$ cat src/rtl/mem_sched_pkg.sv
// Shared helpers for the memory port scheduler: round-robin pointer math,
// one-hot decoding and parameter legality limits.
package mem_sched_pkg;

  localparam int MIN_REQUESTERS = 2;
  localparam int MIN_MEM_LAT    = 1;

  function automatic int rr_next(input int idx, input int n);
    return (idx + 1) % n;
  endfunction

  function automatic int onehot_to_idx(input logic [63:0] oh);
    int idx;
    idx = 0;
    for (int i = 0; i < 64; i++) begin
      if (oh[i]) idx = i;
    end
    return idx;
  endfunction

  function automatic bit params_legal(input int requesters, input int memLat);
    return (requesters >= MIN_REQUESTERS) && (memLat >= MIN_MEM_LAT);
  endfunction

endpackage

$ cat src/rtl/mem_port_scheduler_if.sv
// Client-side read/write ports and memory-side bus of the scheduler.
interface mem_port_scheduler_if #(
  parameter int REQUESTERS = 3,
  parameter int DATA_WIDTH = 32,
  parameter int ADDR_WIDTH = 4
);
  logic [REQUESTERS-1:0]                 r_avalid;
  logic [REQUESTERS-1:0][ADDR_WIDTH-1:0] r_addr;
  logic [REQUESTERS-1:0]                 r_aready;
  logic [REQUESTERS-1:0]                 r_dvalid;
  logic [REQUESTERS-1:0][DATA_WIDTH-1:0] r_data;
  logic [REQUESTERS-1:0]                 w_valid;
  logic [REQUESTERS-1:0][ADDR_WIDTH-1:0] w_addr;
  logic [REQUESTERS-1:0][DATA_WIDTH-1:0] w_data;
  logic [REQUESTERS-1:0]                 w_ready;
  logic [ADDR_WIDTH-1:0]                 mem_r_addr;
  logic                                  mem_r_avalid;
  logic [DATA_WIDTH-1:0]                 mem_r_data;
  logic [ADDR_WIDTH-1:0]                 mem_w_addr;
  logic [DATA_WIDTH-1:0]                 mem_w_data;
  logic                                  mem_w_valid;

  modport slave (
    input  r_avalid, r_addr, w_valid, w_addr, w_data, mem_r_data,
    output r_aready, r_dvalid, r_data, w_ready,
           mem_r_addr, mem_r_avalid, mem_w_addr, mem_w_data, mem_w_valid
  );

  modport master (
    output r_avalid, r_addr, w_valid, w_addr, w_data, mem_r_data,
    input  r_aready, r_dvalid, r_data, w_ready,
           mem_r_addr, mem_r_avalid, mem_w_addr, mem_w_data, mem_w_valid
  );
endinterface

$ cat src/rtl/mem_port_scheduler_arbiter.sv
// Round-robin arbiter with a grant veto; the pointer only moves on a real grant.
module rr_arbiter
  import mem_sched_pkg::*;
#(
  parameter int N = 3
) (
  input  logic         clk,
  input  logic         rst,
  input  logic [N-1:0] i_req,
  input  logic         i_enable,
  output logic [N-1:0] o_winner,
  output logic [N-1:0] o_grant
);
  localparam int PTR_W = (N > 1) ? $clog2(N) : 1;

  logic [PTR_W-1:0] r_ptr;
  logic [PTR_W:0]   w_idx;
  logic             w_found;
  logic [N-1:0]     w_winner;

  // o_winner is the pre-veto candidate so the parent can inspect its address.
  always_comb begin
    w_winner = '0;
    w_found  = 1'b0;
    w_idx    = '0;
    for (int k = 0; k < N; k++) begin
      w_idx = {1'b0, r_ptr} + (PTR_W+1)'(k);
      if (w_idx >= (PTR_W+1)'(N)) w_idx = w_idx - (PTR_W+1)'(N);
      if (!w_found && i_req[w_idx[PTR_W-1:0]]) begin
        w_winner[w_idx[PTR_W-1:0]] = 1'b1;
        w_found = 1'b1;
      end
    end
  end

  assign o_winner = w_winner;
  assign o_grant  = i_enable ? w_winner : '0;

  always_ff @(posedge clk) begin
    if (rst) begin
      r_ptr <= '0;
    end else if (|o_grant) begin
      r_ptr <= PTR_W'(rr_next(onehot_to_idx(64'(o_grant)), N));
    end
  end
endmodule

$ cat src/rtl/mem_port_scheduler.sv
// Shares a pseudo-dual-port memory between clients: independent read/write
// round-robin arbitration, same-address hazard veto and tagged read responses.
module mem_port_scheduler
  import mem_sched_pkg::*;
#(
  parameter int REQUESTERS = 3,
  parameter int DATA_WIDTH = 32,
  parameter int ADDR_WIDTH = 4,
  parameter int MEM_LAT    = 1
) (
  input logic clk,
  input logic rst,
  mem_port_scheduler_if.slave bus
);
  if (!params_legal(REQUESTERS, MEM_LAT)) begin : g_badParams
    $error("mem_port_scheduler: REQUESTERS must be >= 2 and MEM_LAT >= 1");
  end

  logic [REQUESTERS-1:0] w_rWinner, w_rGrant, w_wWinner, w_wGrant;
  logic [ADDR_WIDTH-1:0] w_rAddrSel, w_wAddrSel;
  logic [DATA_WIDTH-1:0] w_wDataSel;
  logic                  w_hazard;

  logic                  r_memRValid, r_memWValid;
  logic [ADDR_WIDTH-1:0] r_memRAddr, r_memWAddr;
  logic [DATA_WIDTH-1:0] r_memWData;
  logic [REQUESTERS-1:0] r_tag [0:MEM_LAT];

  rr_arbiter #(.N(REQUESTERS)) u_rdArb (
    .clk(clk), .rst(rst), .i_req(bus.r_avalid), .i_enable(~rst & ~w_hazard),
    .o_winner(w_rWinner), .o_grant(w_rGrant)
  );

  rr_arbiter #(.N(REQUESTERS)) u_wrArb (
    .clk(clk), .rst(rst), .i_req(bus.w_valid), .i_enable(~rst),
    .o_winner(w_wWinner), .o_grant(w_wGrant)
  );

  always_comb begin
    w_rAddrSel = '0;
    w_wAddrSel = '0;
    w_wDataSel = '0;
    for (int i = 0; i < REQUESTERS; i++) begin
      if (w_rWinner[i]) w_rAddrSel = bus.r_addr[i];
      if (w_wWinner[i]) begin
        w_wAddrSel = bus.w_addr[i];
        w_wDataSel = bus.w_data[i];
      end
    end
  end

  // Write wins a same-address collision; the read retries and sees the new data.
  assign w_hazard = (|w_rWinner) && (|w_wGrant) && (w_rAddrSel == w_wAddrSel);

  assign bus.r_aready = w_rGrant;
  assign bus.w_ready  = w_wGrant;

  always_ff @(posedge clk) begin
    if (rst) begin
      r_memRValid <= 1'b0;
      r_memRAddr  <= '0;
      r_memWValid <= 1'b0;
      r_memWAddr  <= '0;
      r_memWData  <= '0;
      for (int s = 0; s <= MEM_LAT; s++) r_tag[s] <= '0;
    end else begin
      r_memRValid <= |w_rGrant;
      r_memRAddr  <= (|w_rGrant) ? w_rAddrSel : '0;
      r_memWValid <= |w_wGrant;
      r_memWAddr  <= (|w_wGrant) ? w_wAddrSel : '0;
      r_memWData  <= (|w_wGrant) ? w_wDataSel : '0;
      r_tag[0]    <= w_rGrant;
      for (int s = 1; s <= MEM_LAT; s++) r_tag[s] <= r_tag[s-1];
    end
  end

  assign bus.mem_r_avalid = r_memRValid;
  assign bus.mem_r_addr   = r_memRAddr;
  assign bus.mem_w_valid  = r_memWValid;
  assign bus.mem_w_addr   = r_memWAddr;
  assign bus.mem_w_data   = r_memWData;
  assign bus.r_dvalid     = r_tag[MEM_LAT];

  always_comb begin
    for (int i = 0; i < REQUESTERS; i++) begin
      bus.r_data[i] = r_tag[MEM_LAT][i] ? bus.mem_r_data : '0;
    end
  end
endmodule

$ cat src/flat_wrapper.sv
// flat-port wrapper written by rule: the top's interface ports become plain ports
module mem_port_scheduler_flat import mem_sched_pkg::*;
#(
  parameter int REQUESTERS = 3,
  parameter int DATA_WIDTH = 32,
  parameter int ADDR_WIDTH = 4,
  parameter int MEM_LAT    = 1
)
  (clk, rst, bus_r_avalid, bus_r_addr, bus_w_valid, bus_w_addr, bus_w_data, bus_mem_r_data, bus_r_aready, bus_r_dvalid, bus_r_data, bus_w_ready, bus_mem_r_addr, bus_mem_r_avalid, bus_mem_w_addr, bus_mem_w_data, bus_mem_w_valid);
  mem_port_scheduler_if #(.REQUESTERS(REQUESTERS), .DATA_WIDTH(DATA_WIDTH), .ADDR_WIDTH(ADDR_WIDTH)) bus_i ();
  input logic clk;
  input logic rst;
  input wire logic [$bits(bus_i.r_avalid)-1:0] bus_r_avalid;
  input wire logic [$bits(bus_i.r_addr)-1:0] bus_r_addr;
  input wire logic [$bits(bus_i.w_valid)-1:0] bus_w_valid;
  input wire logic [$bits(bus_i.w_addr)-1:0] bus_w_addr;
  input wire logic [$bits(bus_i.w_data)-1:0] bus_w_data;
  input wire logic [$bits(bus_i.mem_r_data)-1:0] bus_mem_r_data;
  output wire logic [$bits(bus_i.r_aready)-1:0] bus_r_aready;
  output wire logic [$bits(bus_i.r_dvalid)-1:0] bus_r_dvalid;
  output wire logic [$bits(bus_i.r_data)-1:0] bus_r_data;
  output wire logic [$bits(bus_i.w_ready)-1:0] bus_w_ready;
  output wire logic [$bits(bus_i.mem_r_addr)-1:0] bus_mem_r_addr;
  output wire logic [$bits(bus_i.mem_r_avalid)-1:0] bus_mem_r_avalid;
  output wire logic [$bits(bus_i.mem_w_addr)-1:0] bus_mem_w_addr;
  output wire logic [$bits(bus_i.mem_w_data)-1:0] bus_mem_w_data;
  output wire logic [$bits(bus_i.mem_w_valid)-1:0] bus_mem_w_valid;
  assign bus_i.r_avalid = bus_r_avalid;
  assign bus_i.r_addr = bus_r_addr;
  assign bus_i.w_valid = bus_w_valid;
  assign bus_i.w_addr = bus_w_addr;
  assign bus_i.w_data = bus_w_data;
  assign bus_i.mem_r_data = bus_mem_r_data;
  assign bus_r_aready = bus_i.r_aready;
  assign bus_r_dvalid = bus_i.r_dvalid;
  assign bus_r_data = bus_i.r_data;
  assign bus_w_ready = bus_i.w_ready;
  assign bus_mem_r_addr = bus_i.mem_r_addr;
  assign bus_mem_r_avalid = bus_i.mem_r_avalid;
  assign bus_mem_w_addr = bus_i.mem_w_addr;
  assign bus_mem_w_data = bus_i.mem_w_data;
  assign bus_mem_w_valid = bus_i.mem_w_valid;
  mem_port_scheduler #(.REQUESTERS(REQUESTERS), .DATA_WIDTH(DATA_WIDTH), .ADDR_WIDTH(ADDR_WIDTH), .MEM_LAT(MEM_LAT)) u_core (.clk(clk), .rst(rst), .bus(bus_i));
endmodule
$ cat config.mk
export PLATFORM = sky130hd
export DESIGN_NAME = mem_port_scheduler_flat
export DESIGN_NICKNAME = d
export VERILOG_FILES = /design/src/rtl/mem_sched_pkg.sv /design/src/rtl/mem_port_scheduler_if.sv /design/src/rtl/mem_port_scheduler_arbiter.sv /design/src/rtl/mem_port_scheduler.sv /design/src/flat_wrapper.sv
export SDC_FILE = /design/constraint.sdc
export NUM_CORES = 1
export LEC_CHECK = 0
export CAP_MARGIN = 5
export CORE_AREA = 2 2 119 121
export CTS_CLUSTER_SIZE = 24
export DETAILED_ROUTE_END_ITERATION = 10
export DIE_AREA = 0 0 121 123
export GPL_ROUTABILITY_DRIVEN = 0
export PLACE_DENSITY = 0.75
export SYNTH_ARGS = -nofsm -noshare
export SYNTH_HDL_FRONTEND = slang
export SYNTH_SLANG_ARGS = --single-unit
$ cat constraint.sdc
create_clock -name clk -period 3.25 [get_ports clk]
set_input_delay 0.65 -clock clk [delete_from_list [all_inputs] [get_ports clk]]
set_output_delay 0.65 -clock clk [all_outputs]
set_load 0.03 [all_outputs]
[Yosys cells after proc, flatten, opt, wreduce, memory -nomap -nowiden]
Memories as Yosys holds them, arrays and structs flattened.
Index checks and enable logic that the tools add are counted.
Operators by class
  equal/unequal tests: 1
  add/sub/neg operators: 12
  reductions and logical operators: 21
  muxes and demuxes: 67
  div/mod/pow operators: 2
  bitwise operators: 11
  $lt $le $gt $ge: 18
Operators with widths (number)
  $mux W32: 12
  $add A32 B2 Y32 const B: 2
  $mod A32 B3 Y32 const B: 2
  $mux W3: 10
  $mux W4: 6
  $mux W1: 21
  $lt A2 B3 Y1 const B: 6
  $bmux W1 S2: 6
  $demux W1 S2: 6
  $ge A2 B1 Y1 const B: 6
  $ge A3 B2 Y1 const B: 4
  $logic_and A1 B1 Y1: 12
  $mux W2: 6
  $or A3 B3 Y3: 4
  $sub A2 B2 Y2 const B: 6
  $reduce_or A3 Y1: 3
  $add A2 B1 Y3 const B: 2
  $add A2 B2 Y3 const B: 2
  $eq A4 B4 Y1: 1
  $ge A2 B2 Y1 const B: 2
  $logic_not A1 Y1: 4
  $not A1 Y1: 4
  $reduce_or A2 Y1: 2
  $or A1 B1 Y1: 2
  $and A1 B1 Y1: 1
Storage, ports and cells
  register bits after elaboration: 46
  memories: 1
  bits in writable memories: 6
Memory list
  u_core.r_tag: depth 2, width 3, rd ports 2, clocked after memory_dff 0, wr ports 2, line mem_port_scheduler.sv:27  | logic [REQUESTERS-1:0] r_tag [0:MEM_LAT];

[Logic depth before layout (Yosys ltp)]
Gate-level depths: netlist of run 1.
  word-level depth: 25
  mapped depth: 14
  depth with buffers taken out: 12

[By module]
A second synthesis of run 1 with hierarchy kept.
Unflattened totals
  cell total of the unflattened synthesis: 468
  area, all modules: 3584.7 µm²
By module, submodules not included
  mem_port_scheduler: cells an instance 365, area each 2723.9 µm², sequential area each 960.9 µm², instances 1
  rr_arbiter at u_core.u_rdArb: cells an instance 53, area each 464.2 µm², sequential area each 40.0 µm², instances 1
  rr_arbiter at u_core.u_wrArb: cells an instance 50, area each 396.6 µm², sequential area each 40.0 µm², instances 1

[Least setup slack after synthesis of run 1]
No wires, ideal clock.
  path type: reg-to-output
  start: reg u_core.u_wrArb.r_ptr[1]
  end: out bus_r_aready[1]
  slack: -0.520 ns
  data arrival time: 3.120 ns
  buffers on the path: 2
  stages on the path, launching flop included: 14
  cell sequence: dfxtp_1 -> inv_1 -> ha_1 -> buf_4 -> nor2b_1 -> mux2_1 -> a21oi_1 -> o21a_1 -> clkbuf_1 -> nor2_1 -> a211o_1 -> nand4_1 -> nor3_2 -> nor3_1
Between the ends
  word-level cells in the longest chain between the ends: 19
Ends and longest elaborated chain
  from (decl): line mem_port_scheduler_arbiter.sv:16  | logic [PTR_W-1:0] r_ptr;
  from (signal assigned): line mem_port_scheduler_arbiter.sv:43  | r_ptr <= PTR_W'(rr_next(onehot_to_idx(64'(o_grant)), N));
  $add A2 B1 Y3, or another cell as far along: line mem_port_scheduler_arbiter.sv:27  | w_idx = {1'b0, r_ptr} + (PTR_W+1)'(k);
  $ge A3 B2 Y1, or another cell as far along: line mem_port_scheduler_arbiter.sv:28  | if (w_idx >= (PTR_W+1)'(N)) w_idx = w_idx - (PTR_W+1)'(N);
  $mux W2, or another cell as far along: line mem_port_scheduler_arbiter.sv:28
  $lt A2 B3 Y1 (implied by the code), or another cell as far along: line mem_port_scheduler_arbiter.sv:30  | w_winner[w_idx[PTR_W-1:0]] = 1'b1;
  $logic_and A1 B1 Y1 (implied by the code), or another cell as far along: line mem_port_scheduler_arbiter.sv:30
  $mux W1 (implied by the code), or another cell as far along: line mem_port_scheduler_arbiter.sv:30
  $demux W1 S2, or another cell as far along: line mem_port_scheduler_arbiter.sv:30
  $or A3 B3 Y3 (no line) or $mux W1 (tied branches)
  $mux W3 or $logic_not A1 Y1 (tied branches): line mem_port_scheduler_arbiter.sv:29  | if (!w_found && i_req[w_idx[PTR_W-1:0]]) begin
  $or A3 B3 Y3 (no line) or $logic_and A1 B1 Y1 (tied branches)
  $mux W3 *: line mem_port_scheduler_arbiter.sv:29
  $mux W4 (3 in a row): line mem_port_scheduler.sv:45  | if (w_wWinner[i]) begin
  $eq A4 B4 Y1: line mem_port_scheduler.sv:53  | assign w_hazard = (|w_rWinner) && (|w_wGrant) && (w_rAddrSel == w_wAddrSel);
  $logic_and A1 B1 Y1 *: line mem_port_scheduler.sv:53
  $not A1 Y1 *: line mem_port_scheduler.sv:30  | .clk(clk), .rst(rst), .i_req(bus.r_avalid), .i_enable(~rst & ~w_hazard),
  $and A1 B1 Y1 *: line mem_port_scheduler.sv:30
  $mux W3 *: line mem_port_scheduler_arbiter.sv:37  | assign o_grant = i_enable ? w_winner : '0;
  to (decl): line flat_wrapper.sv:19  | output wire logic [$bits(bus_i.r_aready)-1:0] bus_r_aready;
Every way passes the cells marked *; elsewhere a longest branch is shown, timed or not. The select of a mux whose other input is x is not followed.

[Worst setup path after layout of run 1]
  start: reg u_core.u_rdArb.r_ptr[1]
  end: out bus_r_aready[0]
Between the ends
  word-level cells in the longest chain between the ends: 19
Ends and longest elaborated chain
  from (decl): line mem_port_scheduler_arbiter.sv:16
  from (signal assigned): line mem_port_scheduler_arbiter.sv:43
  $add A2 B1 Y3, or another cell as far along: line mem_port_scheduler_arbiter.sv:27
  $ge A3 B2 Y1, or another cell as far along: line mem_port_scheduler_arbiter.sv:28
  $mux W2, or another cell as far along: line mem_port_scheduler_arbiter.sv:28
  $lt A2 B3 Y1 (implied by the code), or another cell as far along: line mem_port_scheduler_arbiter.sv:30
  $logic_and A1 B1 Y1 (implied by the code), or another cell as far along: line mem_port_scheduler_arbiter.sv:30
  $mux W1 (implied by the code), or another cell as far along: line mem_port_scheduler_arbiter.sv:30
  $demux W1 S2, or another cell as far along: line mem_port_scheduler_arbiter.sv:30
  $or A3 B3 Y3 (no line) or $mux W1 (tied branches)
  $mux W3 or $logic_not A1 Y1 (tied branches): line mem_port_scheduler_arbiter.sv:29
  $or A3 B3 Y3 (no line) or $logic_and A1 B1 Y1 (tied branches)
  $mux W3 *: line mem_port_scheduler_arbiter.sv:29
  $mux W4 (3 in a row): line mem_port_scheduler.sv:44  | if (w_rWinner[i]) w_rAddrSel = bus.r_addr[i];
  $eq A4 B4 Y1: line mem_port_scheduler.sv:53
  $logic_and A1 B1 Y1: line mem_port_scheduler.sv:53
  $not A1 Y1: line mem_port_scheduler.sv:30
  $and A1 B1 Y1: line mem_port_scheduler.sv:30
  $mux W3 *: line mem_port_scheduler_arbiter.sv:37
Marks and branches as above.

==> key figures, run 1 <==
Place
  – IO buf count: between 300 and 400
  – Placed cell area: 7057 µm²
  – Pre-CTS setup slack: -1.023 ns
  – DP HPWL: 13.26 mm

Power and ir drop
  – PwrDens: approximately 850 nW/µm²
  – Leak: about 2.8 nW
  – Total power: between 6 and 7 mW
  – Peak supply drop: between 0.0005 and 0.0006 V

Layout
  – Final instance area: around 7400 µm²
  – Layout filler cell count: about 1,300
  – Antenna Cells: 0
  – Layout cells sized above 1: between 10% and 20%
  – Nets: 940
  – Final Core Density: 54.55%
  – Multi-input logic area: 2344 µm²
  – Area Growth Syn to Fin: 116.2%
  – Register area: 1051 µm²

Setup path
  – Kind of critical path: reg2out
  – Cells along the critical path: inv_4, ha_4, mux2i_2, buf_4, o2111ai_2, o21ai_1, o32a_4, and4_4, or3_1, mux2_4, or3_4, and3_4, buf_12
  – Critical Path Source: u_core.u_rdArb.r_ptr[1]
  – Critical path's largest stage delay: between 0.4 and 0.5 ns
  – Reg-to-Reg Start: u_core.u_rdArb.r_ptr[1]
  – Setup crit end kind: output pin
  – CP Data Required Time: between 2 and 3 ns
  – Startpoint Class: flip-flop
  – Crit-path max FO: 6
  – Crit-path slowest cell: o32a_4
  – Critical Path AT: between 3 and 4 ns
  – Worst reg2reg setup slack: -0.01 ns

Timing
  – Clock skew after layout: roughly 0.009 ns
  – Final Hold Fails: 0
  – Tcrit/Tclk final: 119.4%
  – Max_slew headroom: 35.94%
  – Fin. max-slew vios: 0
  – RSZ-0062 raised after global routing: true
  – Min Clock Period, post-route: slightly below 4 ns
  – Worst Max-Slew Pin Slew: 0.9599 ns
  – Maximum clock frequency: 257.7 MHz
  – PnR worst setup slack: -0.6308 ns
  – Final setup viols: 4
  – Fin Setup TNS: -1.806 ns

Status
  – Failing checks: setup timing
  – Status: finished with violations

Worst hold path
  – Hold Crit Class: reg2reg
  – Hold path startpoint: u_core.r_tag[0][1]

CTS
  – Clock transition at the registers of the reported paths: about 0.06 ns
  – Clock buffer count from CTS: 5
  – CTS Buffer Depth: 2
  – # clock sinks: 52
  – Hold buffer count at cts: 0
  – CTS H-tree depth: 2
  – TritonCTS clock tree: yes
  – Root Buffer: clkbuf_16
  – Clk Latency, worst-skew pair: 0.29 ns

GRT
  – Initial antenna violation count: 0
  – Vias in the first global route: 4,579
  – Grt total ovfl: 0
  – Largest net degree at the start of global routing: 35
  – Gr usage total: 20.19%
  – First-pass GRT wire length: about 24 mm

Yosys
  – Asr flop ratio synth: 0%
  – Syn_area_per_cell: 7.914 µm²
  – Post-synth EDFFs: 0
  – Synth Area in XOR/XNOR: 0.2550%
  – Synth Warn #: 0
  – Synth area leaders: dfxtp_1, and2_1, a221oi_1
  – Post-synthesis sequential area ratio: slightly above 30%
  – Combinational family with the most area after synthesis: simple AND/OR/NAND/NOR gates
  – Synth Flop Type: dfxtp_1
  – Commonest cells post-synth: and2_1, dfxtp_1, nor2_1, nor3_1, a221oi_1
  – Post-Synth Simple-Gate Area: 37.67%
  – Mux cell area share after synthesis: approximately 2.1%
  – Most common cell in the synthesized netlist: and2_1
  – Synthesized flop and latch total: 52
  – Post-Synthesis Cells: ~430
  – Top cell type's share of synthesized area: just over 30%
  – Mapped cell area: around 3400 µm²
  – Adder-Cell Fraction of Synth Area: ~2.9%
  – Synth area leader: dfxtp_1
  – Unique masters post-synth: 56
  – Syn nets: approximately 600
  – Compound-gate portion of the synthesized area: roughly a fifth

Routing
  – Via density: slightly below 5
  – DRC: 0
  – Post-DR wirelength/cell: 16.93 µm
  – Drt pass-1 iters: 4
  – Total Wirelength: ~16 mm
  – Initial detailed-routing violation count: roughly 140
  – Vias after detailed routing: ~4,600
  – Antenna viol nets, final: 0

Floorplan
  – Die X: around 120 µm
  – Core area: 13,610 µm²
  – DIE AREA: 14,880 µm²
  – IO Pins: between 300 and 400
  – Die H: around 120 µm
  – Row count: 43
  – Initial Util: between 20% and 30%

Job
  – Max Cap Viol: 0
==> cell families (layout without fill, tap and decap cells) <==
| kind of cell | Yosys count | after routing |
|---|---|---|
| compound gates | 82 | 82 |
| simple gates | 235 | 235 |
| fa+ha+maj | 8 | 8 |
| buf+inv | 49 | 387 |
| flops | 52 | 52 |
| xor+xnor | 1 | 1 |
| mux | 7 | 7 |
==> report_power, final <==
group          total [mW]  switching (mW)  internal [mW]
clock               0.671           0.234          0.437
combinational        4.69            2.48           2.20
sequential          0.927           0.105          0.822
==> worst max-delay path: cells and delay by family (launching register included) <==
| family | cells | cell delay [ns] |
|---|---|---|
| AO/OA/AOI/OAI | 3 | 0.61 |
| adder cells (fa/ha/maj) | 1 | 0.18 |
| buffers and inverters | 3 | 0.32 |
| flip-flops | 1 | 0.38 |
| multiplexers | 2 | 0.46 |
| AND/OR/NAND/NOR | 4 | 0.99 |
==> path summary, 6_finish.rpt <==
| check | end | cells past startpoint |
|---|---|---|
| max | bus_r_aready[0] | 13 |
| max reg2reg | u_core.u_rdArb.r_ptr[1] | 16 |
| min reg2reg | u_core.r_tag[0][4] | 1 |
| min | u_core.r_tag[0][4] | 1 |
==> through the flow <==
step | hold slack, ns | std cells
global placement | 0.4175 | 936
detailed placement | 0.4368 | 936
global route | 0.4600 | 952
floorplan | 0.4138 | 434
CTS | 0.4515 | 951
finish | 0.4492 | 952
==> flip-flops by register name, indices dropped and copies added, names as in the netlist <==
register,cells
u_core.bus.mem_w_data,32
u_core.r_tag,6
u_core.bus.mem_r_addr,4
u_core.bus.mem_w_addr,4
u_core.u_rdArb.r_ptr,2
u_core.u_wrArb.r_ptr,2
u_core.bus.mem_r_avalid,1
u_core.bus.mem_w_valid,1
==> timing repair <==
item                                    4_1_cts  5_1_grt
endpoints found under the setup margin       19       10
gates resized for setup                      36        7
buffers inserted                             13        1
pin swaps                                    25        8
==> per-layer routing <==
metal	track usage, %	routed length (µm)	up-vias
li1	-	-	2216
met1	19.37	5674	2134
met2	39.43	8355	250
met3	8.164	1736	21
met4	5.669	347	0
met5	0	0	-
==> final cells by class <==
class | count | share of cell area, %
Timing Repair Buffer | 367 | 48.06
Sequential cell | 52 | 14.16
Multi-Input combinational cell | 333 | 31.56
Tap cell | 180 | 3.033
Clock inverter | 2 | 0.8089
Inverter | 13 | 0.6909
Clock buffer | 5 | 1.685
==> layout by cell type (no fill, tap or decap), types with 4 or more instances in the layout <==
cell type        count
clkbuf_16            5
dfxtp_1             48
o21a_1               4
and2_1             102
nor2b_1              4
buf_4               61
nand3_1              4
clkdlybuf4s50_1    294
o211ai_1             5
nand2_1             11
inv_1                9
a221oi_1            32
and3_1               4
buf_12               5
nor2_1              43
a21boi_0             4
nor3_1              42
No activity file was read; power rests on OpenSTA's default activity.
==> run 2: changes to the inputs <==
--- a/config.mk
+++ b/config.mk
@@ -5,12 +5,14 @@
 export SDC_FILE = /design/constraint.sdc
 export NUM_CORES = 1
 export LEC_CHECK = 0
+export ABC_CLOCK_PERIOD_IN_PS = 3250
 export CAP_MARGIN = 5
 export CORE_AREA = 2 2 119 121
 export CTS_CLUSTER_SIZE = 24
 export DETAILED_ROUTE_END_ITERATION = 10
 export DIE_AREA = 0 0 121 123
 export GPL_ROUTABILITY_DRIVEN = 0
+export MAX_ROUTING_LAYER = met4
 export PLACE_DENSITY = 0.75
 export SYNTH_ARGS = -nofsm -noshare
 export SYNTH_HDL_FRONTEND = slang
==> constraint.sdc (replaced) <==
create_clock -name clk -period 3.25 [get_ports clk]
set_input_delay 0.4875 -clock clk [delete_from_list [all_inputs] [get_ports clk]]
set_output_delay 0.4875 -clock clk [all_outputs]
set_load 0.03 [all_outputs]
==> key figures, run 2 (synthesis results as in run 1) <==
Routing
  – Total Wirelength: about 16 mm
  – DRC: 0
  – Drt pass-1 iters: 4
  – Via density: 4.761
  – Antenna viol nets, final: 0
  – Post-DR wirelength/cell: about 17 µm
  – Vias after detailed routing: between 4,000 and 5,000
  – Initial detailed-routing violation count: approximately 220

Timing
  – Maximum clock frequency: ~270 MHz
  – Min Clock Period, post-route: around 3.8 ns
  – Final Hold Fails: 0
  – Fin. max-slew vios: 0
  – Fin Setup TNS: -1.417 ns
  – PnR worst setup slack: -0.5022 ns
  – Max_slew headroom: 37.49%
  – Final setup viols: 3
  – Clock skew after layout: around 0.0064 ns
  – Tcrit/Tclk final: 115.5%
  – Worst Max-Slew Pin Slew: between 0.9 and 1 ns
  – RSZ-0062 raised after global routing: true

Setup path
  – Crit-path max FO: 6
  – Critical Path AT: between 3 and 4 ns
  – WP buf/inv: 3
  – Cell family with most CP delay: simple AND/OR/NAND/NOR gates
  – Crit-path slowest cell: o32a_4
  – Setup crit end kind: output pin
  – Kind of critical path: reg2out
  – Cells along the critical path: inv_4, ha_4, mux2i_2, buf_4, o2111ai_1, o21ai_2, o32a_4, and4_4, or3_1, mux2_4, or3_4, and3_4, buf_12
  – CP Data Required Time: between 2 and 3 ns
  – Critical path's largest stage delay: 0.40 ns
  – Startpoint Class: flip-flop

Place
  – DP HPWL: between 10 and 15 mm
  – Placed cell area: roughly 7000 µm²
  – IO buf count: 306
  – Pre-CTS setup slack: -0.6695 ns

Floorplan
  – DIE AREA: 14,880 µm²
  – Core area: around 14,000 µm²
  – IO Pins: between 300 and 400
  – Row count: 43
  – Initial Util: 25.23%
  – Die X: about 120 µm
  – Die H: 123 µm

GRT
  – Largest net degree at the start of global routing: 36
  – Grt total ovfl: 0
  – Initial antenna violation count: 0
  – First-pass GRT wire length: roughly 23 mm
  – Vias in the first global route: approximately 4,300
  – Gr usage total: roughly a fifth

Layout
  – Final instance area: between 7000 and 8000 µm²
  – Max reg flops: 32
  – Layout cells sized above 1: between 10% and 20%
  – Area Growth Syn to Fin: 114.4%
  – Commonest non-fill, non-tap cell in the layout: clkdlybuf4s50_1
  – Most frequent cells in the layout: clkdlybuf4s50_1, and2_1, buf_4
  – Nets: between 900 and 1,000
  – Antenna Cells: 0

Power and ir drop
  – Peak supply drop: between 0.0004 and 0.0005 V
  – Leak: around 2.8 nW
  – PwrDens: 815.5 nW/µm²
  – Total power: around 6.0 mW

CTS
  – CTS Buffer Depth: 2
  – TritonCTS clock tree: yes
  – Clock buffer count from CTS: 5
  – Root Buffer: clkbuf_16
  – # clock sinks: 52
  – CTS H-tree depth: 2
  – Clock transition at the registers of the reported paths: roughly 0.070 ns
  – Hold buffer count at cts: 0
  – Clk Latency, worst-skew pair: 0.30 ns

Status
  – Failing checks: setup timing
  – Status: finished with violations

Job
  – Max Cap Viol: 0

Worst hold path
  – Hold Crit Class: reg2reg
-- run 2: final timing paths --
check	to	slack, ns	cells past startpoint	startpoint
setup / recovery	bus_r_aready[0]	-0.50	13	u_core.u_rdArb.r_ptr[1]
hold / removal	u_core.r_tag[0][3]	0.44	1	u_core.r_tag[0][0]
setup reg to reg	u_core.bus.mem_r_avalid	0.09	15	u_core.u_rdArb.r_ptr[1]
hold reg to reg	u_core.r_tag[0][3]	0.44	1	u_core.r_tag[0][0]
-- run 2: per-layer routing --
layer  GRT usage, %  routed length (µm)  part of all wire [%]
met1          23.94                6399                    41
met3          4.013                 850                   5.4
met5              -                   0                     0
met4          3.852                 229                   1.4
met2          35.60                8318                    53
-- run 2: worst reg2reg max path, stage by stage, from the launching register on --
cell       delay (ns)
dfxtp_4          0.39
inv_4            0.04
ha_4             0.18
mux2i_2          0.16
buf_4            0.16
o2111ai_1        0.12
o21ai_2          0.08
o32a_4           0.40
and4_4           0.19
or3_1            0.31
mux2_4           0.29
buf_6            0.13
nor3_4           0.25
buf_4            0.16
buf_6            0.11
nor3_1           0.06
-- run 2: repair_timing --
action                                  4_1_cts  5_1_grt
gates resized for setup                      25       27
pin swaps                                     6       12
endpoints found under the setup margin       13       16
setup buffers                                 5        2
-- run 2: power by group --
part           internal (mW)  leakage, nW  switching [mW]
Sequential             0.821        0.428           0.115
Clock                  0.288       0.0712           0.247
Combinational           2.11         2.30            2.42
Total                   3.22         2.80            2.78
-- run 2: final cells by class --
type	instances	area, µm²
multi-input combinational	333	2372
clock inverter	2	13.76
fill	1228	6247
tap	180	225.2
timing repair buffer	361	3523
clock buffer	6	128.9
sequential	52	1050
inverter	13	51.30
-- run 2: metrics by stage --
stage | util (%) | cells | hold WS [ns]
after floorplan | - | 434 | 0.4138
after global placement | 51.57 | 932 | 0.4169
after detailed placement | 51.57 | 932 | 0.4247
after CTS | 53.25 | 945 | 0.4476
after global routing | 54.10 | 947 | 0.4736
final | 54.10 | 947 | 0.4446
==> RTL edit 1 (settings of run 1) <==
`ADDR_WIDTH` is set to 4 in 3 places; all go to 5.
--- a/src/rtl/mem_port_scheduler_if.sv
+++ b/src/rtl/mem_port_scheduler_if.sv
@@ -2,7 +2,7 @@
 interface mem_port_scheduler_if #(
   parameter int REQUESTERS = 3,
   parameter int DATA_WIDTH = 32,
-  parameter int ADDR_WIDTH = 4
+  parameter int ADDR_WIDTH = 5
 );
   logic [REQUESTERS-1:0]                 r_avalid;
   logic [REQUESTERS-1:0][ADDR_WIDTH-1:0] r_addr;
--- a/src/rtl/mem_port_scheduler.sv
+++ b/src/rtl/mem_port_scheduler.sv
@@ -5,7 +5,7 @@
 #(
   parameter int REQUESTERS = 3,
   parameter int DATA_WIDTH = 32,
-  parameter int ADDR_WIDTH = 4,
+  parameter int ADDR_WIDTH = 5,
   parameter int MEM_LAT    = 1
 ) (
   input logic clk,
--- a/src/flat_wrapper.sv
+++ b/src/flat_wrapper.sv
@@ -3,7 +3,7 @@
 #(
   parameter int REQUESTERS = 3,
   parameter int DATA_WIDTH = 32,
-  parameter int ADDR_WIDTH = 4,
+  parameter int ADDR_WIDTH = 5,
   parameter int MEM_LAT    = 1
 )
   (clk, rst, bus_r_avalid, bus_r_addr, bus_w_valid, bus_w_addr, bus_w_data, bus_mem_r_data, bus_r_aready, bus_r_dvalid, bus_r_data, bus_w_ready, bus_mem_r_addr, bus_mem_r_avalid, bus_mem_w_addr, bus_mem_w_data, bus_mem_w_valid);
Ports: changed (resized bus_mem_r_addr, bus_mem_w_addr, bus_r_addr and bus_w_addr); port bits go from 307 to 315. No check against the original RTL was run, so the function may have changed too.
==> RTL edit 1 against run 1 <==
Design area is 4.9% higher; routed wire length is 6.5% higher; sequential cell count is 2 higher; synthesized area is 2.8% higher; clock power is 13% lower; sequential share of layout area is 0.12 points lower; power is 6.3% higher; clock skew is 0.0034 ns lower; critical path type is now in2out; highest routed layer unchanged; fmax is 1.3% higher; the flow still finishes with violations (setup timing); worst setup slack better by 0.049 ns.
==> RTL edit 1: results (changes against run 1) <==
## Status
- finished with violations — run status
- setup timing — violated checks

## Power
- 2.94 nW — leakage power of the design, +3.4%
- 857 mW/mm^2 — power density over the cells, +1.3%
- 3.10 mW — switching component of the power, +9.9%

## Layout
- 14.0% — Seq area share, -0.12 points
- 10 — nonclk inv count, -3
- 343 — multi-input logic cell count, +3.0%
- 33.8% — share of the final layout cell area in multi-input gates, +2.3 points
- 1203 — count of fill cells added during filler insertion, -4.4%
- 18.4% — share of cells above drive strength 1, +2.6 points
- 8 — clock buffer instance count of the final layout, +3
- 2.14% — Layout clock area frac, -0.36 points
- 378 — nonclk buf count, +3.0%

## Drt
- 230 — 1st-iter DRT viols, +63%
- 1360 um — total met3 wirelength after detailed routing, -21%
- 6270 um — metal1 wirelength, +10%
- 8940 um — Met2 Wirelength, +7.0%
- 17200 um — aggregate routed wire length, +6.5%
- 7 — Pre-antenna DRT Iters, +3

## Global routing
- 5.07% — met3 Usage GRT, -3.1 points
- 39 — maximum number of pins on one net before global-route repair, +11%
- 39.8% — met2 track utilization from global routing, +0.35 points
- 21.4% — All-Layer GR Usage, +1.2 points
- 23.4% — global routing usage on met1, +4.1 points
- 25200 um — wire length of the first global-routing pass, +6.8%

## Synth
- 2.83% — adder and majority gate portion of the synthesized area, -0.080 points
- and2_1, dfxtp_1, nor2_1 — top cell types by occurrence after synthesis
- 2.80% — multiplexer share of the synthesized area, +0.69 points
- 30.6% — sequential cell area fraction in the yosys report, +0.31 points
- dfxtp_1, and2_1, a221oi_1 — most area-consuming cells after synthesis
- 440 — count of mapped cells out of synthesis, +1.4%
- 614 — Synthesized Nets, +2.0%

## Place
- 951 — number of placed instances, taps included, +1.6%
- 0.00729 mm^2 — cell area reported after detailed placement, +3.3%
- -0.874 ns — worst setup slack before clock tree synthesis, +0.149 ns
- 13400 um — HPWL reported at the end of detailed placement, +1.4%

## Clocking
- 39 — number of resized instances in the post-cts repair step, +8.3%
- 54 — CTS sink count, +3.8%
- 10 — post-CTS setup repair buffer count, -3

## Critical path
- 9 — peak fanout along the critical path, +3
- 13 — worst reg-to-reg path cell count, -3
- o21a_1 — library cell contributing the largest single delay on the critical path

## STA
- 0.913 ns — slew at the pin closest to its max-slew limit, -0.0471 ns
- -0.582 ns — setup slack after layout, +0.0493 ns
- 3 — total setup violations reported at the end of the flow, -1
- 0.00548 ns — final clock skew, -0.00339 ns
- -1.70 ns — Fin Setup TNS, +0.105 ns

## RTL edit 1: cell types whose count changed after synthesis, moves of 3 or more
cell       change
nor3_1         -9
nor2b_1        +7
nor2_1         +7
and3_1         -4
and2_1         -7
o21ai_1        +3
a21boi_0       -4
o31ai_1        -4
a222oi_1       +4
a2bb2oi_1      +4
nand3_1        -3
## RTL edit 1: power by group through the flow
stage,combinational (mW),clock [mW],sequential [mW]
6_report,4.98,0.585,1.11
3_5_place_dp,4.58,0,1.11
5_1_grt,5.28,0.627,1.14
2_1_floorplan,2.22,0,1.60
3_3_place_gp,4.49,0,1.10
4_1_cts,4.84,0.602,1.11
## RTL edit 1: final timing paths
check | from | to | slack (ns)
hold / removal | u_core.r_tag[0][2] | u_core.r_tag[0][5] | 0.45
setup / recovery | bus_w_valid[2] | bus_r_aready[0] | -0.58
hold reg to reg | u_core.r_tag[0][2] | u_core.r_tag[0][5] | 0.45
setup reg to reg | u_core.u_rdArb.r_ptr[0] | u_core.bus.mem_r_addr[2] | 0.19
==> RTL edit 2 (config.mk and constraints of run 1) <==
Without the edit above. `r_memRAddr`, `r_memWAddr` and `r_memWData` no longer have a reset.
--- a/src/rtl/mem_port_scheduler.sv
+++ b/src/rtl/mem_port_scheduler.sv
@@ -58,20 +58,20 @@
   always_ff @(posedge clk) begin
     if (rst) begin
       r_memRValid <= 1'b0;
-      r_memRAddr  <= '0;
       r_memWValid <= 1'b0;
-      r_memWAddr  <= '0;
-      r_memWData  <= '0;
       for (int s = 0; s <= MEM_LAT; s++) r_tag[s] <= '0;
     end else begin
       r_memRValid <= |w_rGrant;
-      r_memRAddr  <= (|w_rGrant) ? w_rAddrSel : '0;
       r_memWValid <= |w_wGrant;
-      r_memWAddr  <= (|w_wGrant) ? w_wAddrSel : '0;
-      r_memWData  <= (|w_wGrant) ? w_wDataSel : '0;
       r_tag[0]    <= w_rGrant;
       for (int s = 1; s <= MEM_LAT; s++) r_tag[s] <= r_tag[s-1];
     end
+  end
+
+  always_ff @(posedge clk) begin
+    r_memRAddr <= (|w_rGrant) ? w_rAddrSel : '0;
+    r_memWAddr <= (|w_wGrant) ? w_wAddrSel : '0;
+    r_memWData <= (|w_wGrant) ? w_wDataSel : '0;
   end
 
   assign bus.mem_r_avalid = r_memRValid;
Function: not settled (the Yosys comparison gave no result); the edit may change what the design does.
==> RTL edit 2 against run 1 <==
The flow still finishes with violations (setup timing); design area grew 3.2%; count of clock-buffer cells in the layout grew 3; power grew 3.3%; sequential cell count is the same; routed wire length grew 0.60%; sequential share of layout area shrank 0.52 points; worst setup slack lost 0.098 ns; combinational power grew 5.5%; synthesized area shrank 1.9%.
==> RTL edit 2: results (changes against run 1) <==
## Drt
- 8580 um — Met2 Wirelength, +2.7%
- 5700 um — metal1 wirelength, +0.42%
- 1550 um — total met3 wirelength after detailed routing, -11%
- 4553 — routed via count, -1.5%
- 16.9 um — average detailed-routed wire length per instance, about the same

## Critical path
- 16 — worst reg-to-reg path cell count, unchanged
- 3.33 ns — data arrival time of the worst path, +0.10 ns
- -0.12 ns — slack of the worst reg-to-reg path, -0.11 ns
- 0.38 ns — Largest stage delay, worst path, -0.04 ns
- a221oi_4 — library cell contributing the largest single delay on the critical path
- u_core.u_wrArb.r_ptr[1] — startpoint of the most critical register-to-register path
- u_core.u_rdArb.r_ptr[0] — endpoint of the most critical register-to-register path
- 5 — peak fanout along the critical path, -1

## STA
- 36.0% — slew margin rel., +0.045 points
- 0.00500 ns — final clock skew, -0.00387 ns
- 10 — total setup violations reported at the end of the flow, +6
- -0.729 ns — setup slack after layout, -0.0978 ns

## Synth
- and2_1, nor2_1, dfxtp_1 — top cell types by occurrence after synthesis
- 594 — Synthesized Nets, -1.3%
- 30.9% — sequential cell area fraction in the yosys report, +0.57 points
- dfxtp_1, and2_1, a211oi_1 — most area-consuming cells after synthesis

## Power
- 466 uV — VDD IR max, -11%
- 2.96 nW — leakage power of the design, +3.9%

## Clocking
- 5 — number of clock buffers inserted by TritonCTS, unchanged
- 0.07 ns — clock slew seen by the registers of the worst setup and hold paths

## Global routing
- 4378 — via count of the first global-routing pass, -4.4%
- 36.9% — met2 track utilization from global routing, -2.6 points
- 19.3% — All-Layer GR Usage, -0.94 points
- 22400 um — wire length of the first global-routing pass, -5.1%
- 18.9% — global routing usage on met1, -0.44 points
- 6.96% — met3 Usage GRT, -1.2 points
- 66 — maximum number of pins on one net before global-route repair, +89%

## Place
- 12800 um — HPWL reported at the end of detailed placement, -3.4%

## Layout
- 944 — final net count, +0.43%
- 0 — n_diodes, unchanged
- 32 — Largest register FFs, unchanged
- 17.9% — share of cells above drive strength 1, +2.1 points

## Status
- setup timing — violated checks
- finished with violations — run status

## RTL edit 2: changes by cell type after synthesis, sizes merged, moves of 4 or more
cell    before  now
a211oi       0   34
and2       104   99
nor2        44   54
nor3        45    7
clkbuf      25   29
a221oi      33    2
a22oi        0   32
o21ai        5   11
buf         11    6
o211ai       5    0
and3         5    0
## RTL edit 2: area by class of cell
type / instances / area, um^2
clock buffer: 8 / 146
sequential: 52 / 1040
timing repair buffer: 378 / 3720
fill: 1179 / 5950
inverter: 12 / 45.0
tap: 180 / 225
multi-input combinational: 327 / 2480
## RTL edit 2: cell families after synthesis
kind of cell / count (synthesis) / synth area share, %
xor+xnor: 1 / 0.260
compound gates: 114 / 25.4
simple gates: 195 / 31.8
mux: 9 / 3.01
fa+ha+maj: 8 / 2.97
flops: 52 / 30.9
buf+inv: 47 / 5.60
## RTL edit 2: worst min path at each step
stage	start	end	slack, ns	cells past startpoint
floorplan	u_core.r_tag[0][0]	u_core.r_tag[0][3]	0.41	1
global placement	u_core.r_tag[0][1]	u_core.r_tag[0][4]	0.42	1
detailed placement	u_core.r_tag[0][0]	u_core.r_tag[0][3]	0.42	1
CTS	u_core.r_tag[0][0]	u_core.r_tag[0][3]	0.44	1
global route	u_core.r_tag[0][0]	u_core.r_tag[0][3]	0.45	1
finish	u_core.r_tag[0][0]	u_core.r_tag[0][3]	0.44	1
## RTL edit 2: stage by stage
stage / worst slack (ns) / setup TNS [ns] / area (um^2) / instances / power, mW
final: -0.729 / -2.46 / 7660 / 957 / 6.49
after global routing: -0.847 / -3.50 / 7660 / 957 / 6.87
after detailed placement: -1.11 / -16.98 / 7070 / 935 / 5.25
after floorplan: -0.299 / -0.880 / 3450 / 426 / 3.34
after global placement: -1.02 / -10.91 / 7070 / 935 / 5.14
after CTS: -0.766 / -2.36 / 7400 / 951 / 6.04
## RTL edit 2: power breakdown
group | total (mW) | switching (mW) | internal [mW]
registers | 1.00 | 0.119 | 0.884
logic | 4.95 | 2.60 | 2.35
clock network | 0.534 | 0.227 | 0.308
total | 6.49 | 2.95 | 3.54
## RTL edit 2: timing repair
item                       4_1_cts  5_1_grt
pin swaps                       15        8
buffers inserted                 8        5
hold buffers                     0        0
setup endpoints to repair       17       16
gates cloned                     0        2
gates resized for setup         43       33
## RTL edit 2: critical path, delay by kind of cell (launching register included)
| kind | cells | cell delay (ns) |
|---|---|---|
| adder cells (fa/ha/maj) | 1 | 0.15 |
| flip-flops | 1 | 0.33 |
| multiplexers | 1 | 0.08 |
| AND/OR/NAND/NOR | 2 | 0.43 |
| AO/OA/AOI/OAI | 5 | 1.03 |
| buffers and inverters | 7 | 1.00 |
